## src/rtl/uart_rx_if.sv

```systemverilog
// Serial-line and consumer-side signals of the UART receiver.
// The slave modport is the receiver; the master modport is the line driver / consumer.
interface uart_rx_if;
    logic       RX;
    logic       clr_rdy;
    logic [7:0] rx_data;
    logic       rdy;
    logic       frm_err;

    modport slave (
        input  RX,
        input  clr_rdy,
        output rx_data,
        output rdy,
        output frm_err
    );

    modport master (
        output RX,
        output clr_rdy,
        input  rx_data,
        input  rdy,
        input  frm_err
    );
endinterface

```

## src/rtl/uart_rx.sv

```systemverilog
// 8N1 UART receiver: mid-bit sampling with start-bit glitch rejection,
// sticky ready flag with consumer acknowledge, and framing-error flag.
module uart_rx #(
    parameter int BAUD_DIV = 2604
) (
    input  logic      clk,
    input  logic      rst_n,
    uart_rx_if.slave  bus
);

    typedef enum logic {
        IDLE    = 1'b0,
        RECEIVE = 1'b1
    } state_t;

    localparam logic [11:0] HALF_BIT = 12'(BAUD_DIV / 2);
    localparam logic [11:0] FULL_BIT = 12'(BAUD_DIV - 1);

    state_t      state_q, state_d;
    logic [1:0]  sync_q;
    logic [8:0]  shift_q, shift_d;
    logic [11:0] baud_cnt_q, baud_cnt_d;
    logic [3:0]  bit_cnt_q, bit_cnt_d;
    logic [7:0]  rx_data_q, rx_data_d;
    logic        rdy_q, rdy_d;
    logic        frm_err_q, frm_err_d;
    logic        rx_s;

    assign rx_s        = sync_q[1];
    assign bus.rx_data = rx_data_q;
    assign bus.rdy     = rdy_q;
    assign bus.frm_err = frm_err_q;

    // Two-flop synchronizer for the asynchronous serial line, idling high.
    always_ff @(posedge clk or negedge rst_n) begin
        if (!rst_n) begin
            sync_q <= 2'b11;
        end else begin
            sync_q <= {sync_q[0], bus.RX};
        end
    end

    // Receiver state, counters, shift register and output flags.
    always_ff @(posedge clk or negedge rst_n) begin
        if (!rst_n) begin
            state_q    <= IDLE;
            shift_q    <= 9'h1FF;
            baud_cnt_q <= 12'd0;
            bit_cnt_q  <= 4'd0;
            rx_data_q  <= 8'h00;
            rdy_q      <= 1'b0;
            frm_err_q  <= 1'b0;
        end else begin
            state_q    <= state_d;
            shift_q    <= shift_d;
            baud_cnt_q <= baud_cnt_d;
            bit_cnt_q  <= bit_cnt_d;
            rx_data_q  <= rx_data_d;
            rdy_q      <= rdy_d;
            frm_err_q  <= frm_err_d;
        end
    end

    // Next-state logic: start detect, bit sampling and frame completion.
    always_comb begin
        state_d    = state_q;
        shift_d    = shift_q;
        baud_cnt_d = baud_cnt_q;
        bit_cnt_d  = bit_cnt_q;
        rx_data_d  = rx_data_q;
        frm_err_d  = frm_err_q;

        // Acknowledge is applied first so a same-cycle frame-end set overrides it.
        if (bus.clr_rdy) begin
            rdy_d = 1'b0;
        end else begin
            rdy_d = rdy_q;
        end

        case (state_q)
            IDLE: begin
                if (!rx_s) begin
                    state_d    = RECEIVE;
                    baud_cnt_d = HALF_BIT;
                    bit_cnt_d  = 4'd0;
                    rdy_d      = 1'b0;
                    frm_err_d  = 1'b0;
                end else begin
                    state_d = IDLE;
                end
            end
            RECEIVE: begin
                if (baud_cnt_q == 12'd0) begin
                    shift_d    = {rx_s, shift_q[8:1]};
                    bit_cnt_d  = bit_cnt_q + 4'd1;
                    baud_cnt_d = FULL_BIT;
                    if ((bit_cnt_q == 4'd0) && rx_s) begin
                        state_d = IDLE;
                    end else if (bit_cnt_q == 4'd9) begin
                        state_d = IDLE;
                        // shift_q[0] holds the start sample here; it is re-confirmed low.
                        if (rx_s && !shift_q[0]) begin
                            rx_data_d = shift_q[8:1];
                            rdy_d     = 1'b1;
                            frm_err_d = 1'b0;
                        end else begin
                            frm_err_d = 1'b1;
                        end
                    end else begin
                        state_d = RECEIVE;
                    end
                end else begin
                    baud_cnt_d = baud_cnt_q - 12'd1;
                end
            end
            default: begin
                state_d = IDLE;
            end
        endcase
    end

endmodule

```

## src/flat_wrapper.sv

```systemverilog
// flat-port wrapper written by rule: the top's interface ports become plain ports
module uart_rx_flat 
#(
    parameter int BAUD_DIV = 2604
)
  (clk, rst_n, bus_RX, bus_clr_rdy, bus_rx_data, bus_rdy, bus_frm_err);
  uart_rx_if bus_i ();
  input  logic clk;
  input  logic rst_n;
  input wire logic [$bits(bus_i.RX)-1:0] bus_RX;
  input wire logic [$bits(bus_i.clr_rdy)-1:0] bus_clr_rdy;
  output wire logic [$bits(bus_i.rx_data)-1:0] bus_rx_data;
  output wire logic [$bits(bus_i.rdy)-1:0] bus_rdy;
  output wire logic [$bits(bus_i.frm_err)-1:0] bus_frm_err;
  assign bus_i.RX = bus_RX;
  assign bus_i.clr_rdy = bus_clr_rdy;
  assign bus_rx_data = bus_i.rx_data;
  assign bus_rdy = bus_i.rdy;
  assign bus_frm_err = bus_i.frm_err;
  uart_rx #(.BAUD_DIV(BAUD_DIV)) u_core (.clk(clk), .rst_n(rst_n), .bus(bus_i));
endmodule
```

## config.mk

```make
export PLATFORM = sky130hd
export DESIGN_NAME = uart_rx_flat
export DESIGN_NICKNAME = d
export VERILOG_FILES = /design/src/rtl/uart_rx_if.sv /design/src/rtl/uart_rx.sv /design/src/flat_wrapper.sv
export SDC_FILE = /design/constraint.sdc
export NUM_CORES = 1
export LEC_CHECK = 0
export CAP_MARGIN = 20
export CELL_PAD_IN_SITES_DETAIL_PLACEMENT = 0
export CELL_PAD_IN_SITES_GLOBAL_PLACEMENT = 2
export CORE_UTILIZATION = 38
export CTS_CLUSTER_DIAMETER = 60
export DETAILED_ROUTE_END_ITERATION = 6
export PLACE_DENSITY_LB_ADDON = 0.1
export SETUP_SLACK_MARGIN = 0.02
export SYNTH_ARGS = -nofsm -noshare
export SYNTH_HDL_FRONTEND = slang
export SYNTH_SLANG_ARGS = --single-unit
export TNS_END_PERCENT = 50
```

## constraint.sdc

```tcl
create_clock -name clk -period 2.5 [get_ports clk]
set_input_delay 0.5 -clock clk [delete_from_list [all_inputs] [get_ports clk]]
set_output_delay 0.5 -clock clk [all_outputs]
set_load 0.005 [all_outputs]
```

==> metrics.csv <==
metric,value,unit
part of the Yosys area used for sequential elements,52.88,%
CP top delay family,simple AND/OR/NAND/NOR gates,
DRC,1,
share of layout cells above drive strength 1,26.82,%
"Data required, critical path",2670,ps
GRT Util Overall,16.80,%
Final Cycle Share,87.01,%
Setup crit start kind,register,
Final TNS setup,0,ps
CTS buffer count,5,
drt initial violations,49,
Rows,24,
total gr overflow,0,
final worst slack,324.9,ps
Detailed Routing Iterations Pass 1,6,
CP Class,register to register,
count of different cell masters after synthesis,42,
ant diodes,0,
root buffer cell,clkbuf_8,
CP Cell Sequence,inv_1 > ha_1 > nor4bb_1 > and3_1 > nand4b_2 > mux2_2,
vias in the first global route,1314,
total die area,5082,µm²
Internal,0.001023,W
Lkg Pwr,0.9615,nW
Sw Ratio,19.02,%
Port Buffers,13,
Vias,1234,
Crit Path Max Fanout,10,
most frequent cells in the layout,"dfrtp_1 (27), mux2_2 (13), clkdlybuf4s50_1 (12)",
"FF+latch count, synth",38,
Rel. slew slack,42.49,%
first-pass GRT wire length,6.506,mm
GPL Wtd Cong,0.7846,
Core Area,4474,µm²
Final Hold Fails,0,
actual slew at the worst max-slew pin,862.7,ps
CTS sink cnt,38,
Switching Power,0.0002402,W
post-DP HPWL,2.469,mm
Mapped Area,1824,µm²
slowest CP cell,dfrtp_1,
largest net degree at the start of global routing,39,
sequential share of power,49.2,%
post-CTS sizing,0,
Final setup viols,0,
synthesized net count,168,
CTS Hold Bufs,0,
MaxCap Viol Count,0,
Die Y-Extent,71.29,µm
Place WS,334.4,ps
Clk pwr share,49.4,%
area grow syn2layout,18.31,%
Tmin final,2175,ps
HP Class,input pin to asynchronous set/reset pin,
cell count after synthesis,159,
critical path endpoint category,register,
worst path bufs/invs,1,
status,"finished, violations left",
final slew viol count,0,
DIE WIDTH,71.29,µm
Final #Nets,187,
final WL,3.671,mm
pwr dens,585.1,nW/µm²
Starting Density,40.77,%
syn_area_per_cell,11.47,µm²
vias per cell,5.342,
TritonCTS clock tree,done,
yosys warns,0,
io pins,14,
Setup Skew,5.042,ps
maximum VDD drop,0.2725,mV
"commonest non-fill, non-tap cell in the layout",dfrtp_1,
crit path DAT,2350,ps
remaining antenna violation count,0,
"Reg clk slew, reported paths",80,ps
RSZ-0062 raised after global routing,no,
Clock Latency Late Sink,290,ps
failing checks,DRC,
clock buffer depth,2,
htree depth,2,
FMAX,459.7,MHz
routed len/inst,15.89,µm
initial antenna violation count,0,
postcts setup bufs,0,
Worst path max stage delay,410,ps
Comb pwr share,1.4,%
[path summary, 6_finish.rpt]
path / startpoint / endpoint / slack, ps / cells after the start
worst max-delay path: u_core.baud_cnt_q[0]$_DFFE_PN0P_ / u_core.bus.rx_data[0]$_DFFE_PN0P_ / 320 / 6
worst min-delay path: rst_n / u_core.baud_cnt_q[8]$_DFFE_PN0P_ / 320 / 1
worst max register to register: u_core.baud_cnt_q[0]$_DFFE_PN0P_ / u_core.bus.rx_data[0]$_DFFE_PN0P_ / 320 / 6
max in group asynchronous: rst_n / u_core.bus.frm_err$_DFFE_PN0P_ / 1640 / 1
min in group clk: u_core.sync_q[0]$_DFF_PN1_ / u_core.sync_q[1]$_DFF_PN1_ / 360 / 0
worst min register to register: u_core.sync_q[0]$_DFF_PN1_ / u_core.sync_q[1]$_DFF_PN1_ / 360 / 0
[registers in the layout (all words and copies together), names as in the netlist]
| register | count |
|---|---|
| u_core.baud_cnt_q | 12 |
| u_core.bit_cnt_q | 4 |
| u_core.bus.frm_err | 1 |
| u_core.bus.rdy | 1 |
| u_core.bus.rx_data | 8 |
| u_core.shift_q | 9 |
| u_core.state_q | 1 |
| u_core.sync_q | 2 |
[layer usage]
metal  vias up  track usage, %  part of all wire (%)
met5         -               0                     0
met4         0           6.889                  0.95
met3         4           4.501                   3.1
met2        20           25.08                    43
met1       604           23.22                    53
li1        606               -                     -
[cells in the mapped netlist (all sizes together)]
library cell | n | share of area [%]
a41o | 2 | 1.1
o211ai | 3 | 1.2
clkbuf | 3 | 0.62
and3 | 2 | 0.69
a22oi | 2 | 0.82
a21o | 1 | 0.41
and2 | 1 | 0.34
nor4bb | 1 | 0.55
xnor2 | 1 | 0.48
o22ai | 3 | 1.0
o31ai | 1 | 0.41
buf | 3 | 1.1
nor2b | 4 | 1.4
o21ai | 6 | 1.6
or4b | 1 | 0.55
ha | 5 | 3.4
nor4 | 1 | 0.34
nand3 | 10 | 2.7
nand2 | 9 | 1.9
nand2b | 3 | 1.0
inv | 8 | 1.6
nand3b | 1 | 0.41
and3b | 1 | 0.48
dfstp | 11 | 16
xor2 | 3 | 1.4
nor3 | 4 | 1.4
nand4b | 1 | 0.82
nor2 | 9 | 1.9
or2 | 1 | 0.34
nand4 | 3 | 1.0
dfrtp | 27 | 37
or3 | 3 | 1.3
a31o | 1 | 0.48
o311ai | 1 | 0.48
a21oi | 4 | 1.1
o221ai | 1 | 0.48
mux2 | 18 | 12
[logic make-up after synthesis]
family / Yosys count / share of synthesized area (%)
simple gates: 55 / 17.08
flops: 38 / 52.88
compound gates: 25 / 9.191
mux: 18 / 12.14
buf+inv: 14 / 3.360
fa+ha+maj: 5 / 3.429
xor+xnor: 4 / 1.921
[per-stage QoR]
step	instance area, µm²	power [W]	util [%]	cells	hold slack [ps]
2_1_floorplan	1824	0.0006340	-	159	204.4
3_3_place_gp	2021	0.0006510	45.16	223	347.5
3_5_place_dp	2021	0.0006511	45.16	223	346.8
4_1_cts	2158	0.001286	48.24	231	342.9
5_1_grt	2158	0.001317	48.24	231	363.9
6_report	2158	0.001263	48.24	231	324.2
[power by group through the flow]
| stage | sequential [W] | combinational [W] | clock [W] |
|---|---|---|---|
| floorplan | 0.000630 | 0.00000359 | 0 |
| global placement | 0.000633 | 0.0000178 | 0 |
| detailed placement | 0.000633 | 0.0000180 | 0 |
| CTS | 0.000622 | 0.0000183 | 0.000646 |
| global route | 0.000622 | 0.0000201 | 0.000674 |
| finish | 0.000622 | 0.0000172 | 0.000624 |
[final cells by class]
class,count,area [µm²]
Fill cell,437,2316
Sequential cell,38,964.7
Multi-Input combinational cell,107,798.3
Timing Repair Buffer,18,162.7
Clock buffer,5,68.82
Clock inverter,3,68.82
Tap cell,52,65.06
Inverter,8,30.03
Note: power is estimated with default switching activity, not from simulation.
